--- config.mk ---
export PLATFORM = sky130hd
export DESIGN_NAME = hazard_ctrl
export DESIGN_NICKNAME = d
export VERILOG_FILES = /design/src/rtl/hazard_ctrl.sv
export SDC_FILE = /design/constraint.sdc
export NUM_CORES = 1
export LEC_CHECK = 0
export ABC_AREA = 1
export CAP_MARGIN = 20
export CORE_MARGIN = 4
export CORE_UTILIZATION = 32
export DETAILED_ROUTE_END_ITERATION = 7
export PLACE_DENSITY = 0.56
export SYNTH_ARGS = -nofsm -noshare
export SYNTH_HDL_FRONTEND = slang
export SYNTH_SLANG_ARGS = --single-unit
--- constraint.sdc ---
create_clock -name clk -period 1.6 [get_ports clk]
set_input_delay 0.4 -clock clk [delete_from_list [all_inputs] [get_ports clk]]
set_output_delay 0.4 -clock clk [all_outputs]
set_load 0.05 [all_outputs]
--- src/rtl/hazard_ctrl.sv ---
// hazard_ctrl: stall/bubble/flush sequencing for the 5-stage core, with perf counters and memory watchdog.
//   clk, rst                      clock and asynchronous active-high reset
//   if_id_rs1/rs2, use_rs1/rs2    source registers read by the instruction in IF/ID
//   id_ex_MemRead, id_ex_rd       load flag and destination of the instruction in ID/EX
//   branch_taken, mem_busy        taken branch resolved in EX; data memory not ready
//   pc_write, if_id_write         PC and IF/ID load enables
//   if_id_flush, id_ex_bubble     squash IF/ID to NOP; zero ID/EX control
//   pipe_hold                     freeze ID/EX, EX/MEM, MEM/WB
//   state                         0 RUN, 1 LU_STALL, 2 MEM_WAIT
//   stall_count, flush_count      saturating counts of stalled cycles and branch flushes
//   mem_timeout                   sticky: mem_busy held for MAX_WAIT consecutive cycles
module hazard_ctrl #(
    parameter int CNT_W    = 16,
    parameter int MAX_WAIT = 64
) (
    input  logic             clk,
    input  logic             rst,
    input  logic [4:0]       if_id_rs1,
    input  logic [4:0]       if_id_rs2,
    input  logic             if_id_use_rs1,
    input  logic             if_id_use_rs2,
    input  logic             id_ex_MemRead,
    input  logic [4:0]       id_ex_rd,
    input  logic             branch_taken,
    input  logic             mem_busy,
    output logic             pc_write,
    output logic             if_id_write,
    output logic             if_id_flush,
    output logic             id_ex_bubble,
    output logic             pipe_hold,
    output logic [1:0]       state,
    output logic [CNT_W-1:0] stall_count,
    output logic [CNT_W-1:0] flush_count,
    output logic             mem_timeout
);
    typedef enum logic [1:0] {RUN = 2'd0, LU_STALL = 2'd1, MEM_WAIT = 2'd2} state_t;
    localparam int WAIT_W = $clog2(MAX_WAIT + 1);
    state_t cur, nxt;
    logic load_use;
    logic [WAIT_W-1:0] wait_cnt, wait_nxt;
    assign state = cur;
    assign load_use = id_ex_MemRead && id_ex_rd != 5'd0 &&
        ((if_id_use_rs1 && if_id_rs1 == id_ex_rd) || (if_id_use_rs2 && if_id_rs2 == id_ex_rd));
    // Wait counter saturates at MAX_WAIT so it can never wrap back below the threshold.
    assign wait_nxt = !mem_busy ? '0 : (wait_cnt == WAIT_W'(MAX_WAIT)) ? wait_cnt : wait_cnt + 1'b1;
    always_comb begin
        pc_write     = 1'b1;
        if_id_write  = 1'b1;
        if_id_flush  = 1'b0;
        id_ex_bubble = 1'b0;
        pipe_hold    = 1'b0;
        nxt          = RUN;
        if (rst) begin
            pc_write    = 1'b0;
            if_id_write = 1'b0;
        end else if (mem_busy) begin
            pipe_hold   = 1'b1;
            pc_write    = 1'b0;
            if_id_write = 1'b0;
            nxt         = MEM_WAIT;
        end else if (branch_taken) begin
            if_id_flush  = 1'b1;
            id_ex_bubble = 1'b1;
        end else if (load_use && cur != LU_STALL) begin
            // In LU_STALL the load has moved on and a bubble sits in ID/EX, so no re-stall.
            pc_write     = 1'b0;
            if_id_write  = 1'b0;
            id_ex_bubble = 1'b1;
            nxt          = LU_STALL;
        end
    end
    always_ff @(posedge clk or posedge rst) begin
        if (rst) begin
            cur         <= RUN;
            wait_cnt    <= '0;
            mem_timeout <= 1'b0;
            stall_count <= '0;
            flush_count <= '0;
        end else begin
            cur         <= nxt;
            wait_cnt    <= wait_nxt;
            mem_timeout <= mem_timeout || wait_nxt == WAIT_W'(MAX_WAIT);
            stall_count <= (!pc_write && stall_count != '1) ? stall_count + 1'b1 : stall_count;
            flush_count <= (if_id_flush && flush_count != '1) ? flush_count + 1'b1 : flush_count;
        end
    end
endmodule

# After elaboration in Yosys (flattened, before gate mapping)
# Cells that the tools add are included.
# Widths: inputs -> output; s select.
# word_totals
reg_bits	42
word_cells	45
input_bits	22
output_inout_bits	40
# op_classes
add_sub_neg	3
reduce_logical	11
n_mux	19
eq_ne	7
# ops
op	n
$add 16x1->16 const B	2
$ne 16x16->1 const B	2
$mux 1	15
$eq 7x7->1 const B	2
$mux 7	2
$eq 5x5->1	2
$add 7x1->7 const B	1
$logic_and 1x1->1	7
$reduce_bool 5->1	1
$mux 2	2
$logic_or 1x1->1	2
$ne 2x1->1 const B	1
$logic_not 1->1	1

# Depth between registers and ports, before layout
# logic_depth
word_depth	11
depth_mapped	12
depth_no_buf	11

# Worst setup path before layout
# Ideal clock, no wire load.
# synth_timing
path_kind	register to output
startpoint	register cur[0], in the netlist state[0]
endpoint	output port pc_write
required_time_ps	1200
path_stages_with_launch	9
arrival_ps	1742
setup_slack_ps	-542
cell_sequence	dfrtp_1 > nand2_1 > nand3_1 > inv_1 > nand3_2 > nand2_4 > buf_6 > inv_1 > buf_4
# synth_via
elab_chain_len	6
# synth_lines
item	line	rtl
from (decl)	38	state_t cur, nxt;
from (signal assigned)	80	cur <= nxt;
$ne 2x1->1	64	end else if (load_use && cur != LU_STALL) begin
$logic_and 1x1->1	64	
$mux 1 (4 in a row)	n/a	
to (decl)	26	output logic pc_write,
# No other way between the ends.

# Worst setup path in the final report
# layout_timing
startpoint	register cur[0], in the netlist state[0]
endpoint	output port if_id_write
# layout_via
elab_chain_len	6
# layout_lines
item	line	rtl
$ne 2x1->1	64	
$logic_and 1x1->1	64	
$mux 1	64	
$mux 1	61	end else if (branch_taken) begin
$mux 1	56	end else if (mem_busy) begin
$mux 1	53	if (rst) begin
to (decl)	27	output logic if_id_write,
# No other way between the ends.

==> flow_summary.json <==
{
  "status": "finished with violations",
  "violations": "setup timing",
  "dr.first_iter.drc_count": 41,
  "drt-pass1-iter-count": 4,
  "seqPwrFrac": 0.375,
  "fin_nets": 499,
  "n_antenna_cell": 0,
  "r2r_end": "stall_count[10]",
  "syn_nets": 383,
  "fin_crit_ns": 1.79,
  "slowest_delay_ns": 0.41,
  "arrival_ns": 1.39,
  "drt_wl_total_um": 6490,
  "hold_buffers": 0,
  "combPwrFrac": 0.436,
  "synth_mux_area_frac": 0,
  "route.detailed.drc": 0,
  "synth_commonest_cells": "116 x nand2_1, 54 x inv_1, 42 x dfrtp_1, 37 x nor2_1, 33 x nand3_1",
  "rr_startpoint": "stall_count[0]",
  "coreArea_mm2": 0.00781,
  "synth_compound_area_frac": 0.0154,
  "yosysTopAreaCellShare": 0.405,
  "yosys_register_bits": 42,
  "fin_crit_sh": 1.12,
  "synthAdderAreaFrac": 0.0193,
  "synthTopCellsByArea": "dfrtp_1 40%, nand2_1 17%, inv_1 7.8%",
  "gp_congestion": 0.828,
  "swShare": 0.373,
  "p_clk_frac": 0.188,
  "peakVddDrop_uv": 781,
  "ys_seq_area_frac": 0.405,
  "utilization": 0.544,
  "dieArea_mm2": 0.00962,
  "cp_max_fo": 2,
  "critPathLaunch": "state[0]",
  "path_buf_inv": 3,
  "grt_busiest_layer": "met2",
  "min_path_cells": 2,
  "yosysTopAreaCell": "dfrtp_1",
  "final.setup.worst_slack_ns": -0.192,
  "synth-edff-count": 0,
  "criticalPathCategory": "flop to output port",
  "grt_overflow_total": 0,
  "critPathTopFamily": "flip-flops",
  "die_x_um": 98.1,
  "leakage_nw": 2.14,
  "clkLatencyLatePin_ns": 0.29,
  "global_route.usage.total": 0.140,
  "root_buffer": "clkbuf_8",
  "ys.flop_type": "dfrtp_1",
  "first_global_vias": 2572,
  "async_flop_share": 1.00,
  "cap_violations": 0,
  "layout-drive-gt1-share": 0.371,
  "via_per_inst": 4.41,
  "cp_common_cell": "nand3_2",
  "rows": 32,
  "avgRoutedWirePerCell_um": 11.3,
  "yosysWarnings": 0,
  "setup_violations": 3,
  "relSlewSlack": 0.783,
  "reg2reg_slack_ns": 0.09,
  "ys_types": 25,
  "start_kind": "flop",
  "min_from": "branch_taken",
  "io_buffers": 61,
  "rsz0062_at_grt": "yes",
  "cts.sinks": 42,
  "hpwl_um": 5100,
  "p_int_w": 0.00235,
  "grt_pass1_wl_um": 11300,
  "reg2reg_depth": 9,
  "cts_tree": "yes",
  "hold_path.class": "input pin to flop",
  "synth_most_common_cell": "nand2_1",
  "h-tree-depth": 2,
  "slew_viol_final": 0,
  "met3_usage": 0.0314,
  "avgSynthCellArea_um2": 7.28,
  "cts_max_path_buffers": 2,
  "fin_skew_ns": 0.00408,
  "antenna_found_initial": 0,
  "syn_to_final_growth_pct": 63.4,
  "synth_area_mm2": 0.00260,
  "p_per_area_mw_per_mm2": 883,
  "numCtsBuffers": 5,
  "cp_cell_sequence": "nand2_2, nand3_2, inv_2, nand3_2, nand2_4, clkinvlp_4, buf_8",
  "min_to": "state[0]",
  "required_ns": 1.20,
  "synthSimpleGateAreaFrac": 0.387,
  "worst_pin_slew_ns": 0.323,
  "total_power_w": 0.00375,
  "p_sw_w": 0.00140,
  "clk_pin_slew_worst_paths_ns": 0.08,
  "dieHeight_um": 98.1,
  "synth-xor-area-share": 0.0674,
  "start_util": 0.333,
  "num_vias": 2539,
  "hold_viol_final": 0,
  "grt_max_degree": 25,
  "cp-end-kind": "output port",
  "use_met1": 0.173,
  "io_pins": 62,
  "synth_top_family_by_area": "simple AND/OR/NAND/NOR gates",
  "post-place-cells": 559,
  "met2_usage": 0.244,
  "synth_cells": 357,
  "stdcell_count": 576,
  "antenna_left": 0,
  "fmax_ghz": 0.558,
  "cp_slowest_cell": "dfrtp_2"
}
[cells by family after synthesis]
group,count (synthesis)
adders and majority gates,4
and+or+nand+nor,219
buffers and inverters,64
AOI/OAI and AO/OA,8
xor gates and xnor gates,20
DFF,42
[layer usage]
layer / wire length [µm] / share of wire
met3: 220 / 0.034
met4: 52 / 0.0080
met5: 0 / 0
met2: 3310 / 0.51
met1: 2910 / 0.45
[worst reg2reg max path, cell delays in order (launching register included)]
cell and delay [ns]:
dfrtp_2 0.42, ha_4 0.16, nand3_4 0.09, nor2_4 0.15
buf_4 0.15, nand2_1 0.09, nor3_2 0.17, nand2_1 0.08
nand2_1 0.06, nand2_1 0.04
[layout make-up]
| class | instances | area (µm²) |
|---|---|---|
| inverter | 59 | 230 |
| sequential | 42 | 1070 |
| tap | 102 | 128 |
| fill | 754 | 3560 |
| timing repair buffer | 114 | 1370 |
| clock inverter | 1 | 5.00 |
| clock buffer | 7 | 86.3 |
| multi-input combinational | 251 | 1360 |
[registers in the layout, summed over array words and instances, names as in the netlist]
register / flops
wait_cnt: 7
flush_count: 16
state: 2
stall_count: 16
mem_timeout: 1
[cells in the final DEF (no fill, tap or decap), types with 9 or more instances in the layout]
cell type    n
inv_1       48
nand2_1    113
dfrtp_2     17
xor2_1      12
buf_4       54
dfrtp_1     25
nor2_1      34
buf_12      39
nand3_1     31
buf_2        9
[through the flow]
step           TNS [ns]  setup WS (ns)  instance area (µm²)  hold slack, ns
2_1_floorplan    -0.685         -0.390                 2660           0.463
3_3_place_gp     -13.75         -0.618                 4060           0.505
3_5_place_dp     -14.83         -0.655                 4060           0.514
4_1_cts          -0.574         -0.206                 4190           0.406
5_1_grt          -0.873         -0.293                 4250           0.425
6_report         -0.565         -0.192                 4250           0.417
[worst max-delay path by stage]
stage,cells past startpoint,to
2_1_floorplan,9,pc_write
3_3_place_gp,11,pc_write
3_5_place_dp,11,if_id_write
4_1_cts,11,if_id_write
5_1_grt,7,if_id_write
6_report,7,if_id_write
[power by group through the flow]
stage	Sequential, W	Combinational (W)	Clock [W]
finish	0.00141	0.00163	0.000705
global route	0.00143	0.00174	0.000797
CTS	0.00141	0.00164	0.000751
detailed placement	0.00143	0.00163	0
global placement	0.00142	0.00161	0
floorplan	0.00181	0.000382	0
[repair_timing]
action	in CTS	in global routing
setup buffers	7	3
endpoints found under the setup margin	21	23
resized for setup	89	9
pin swaps	28	8
(Power assumes the default switching activity.)
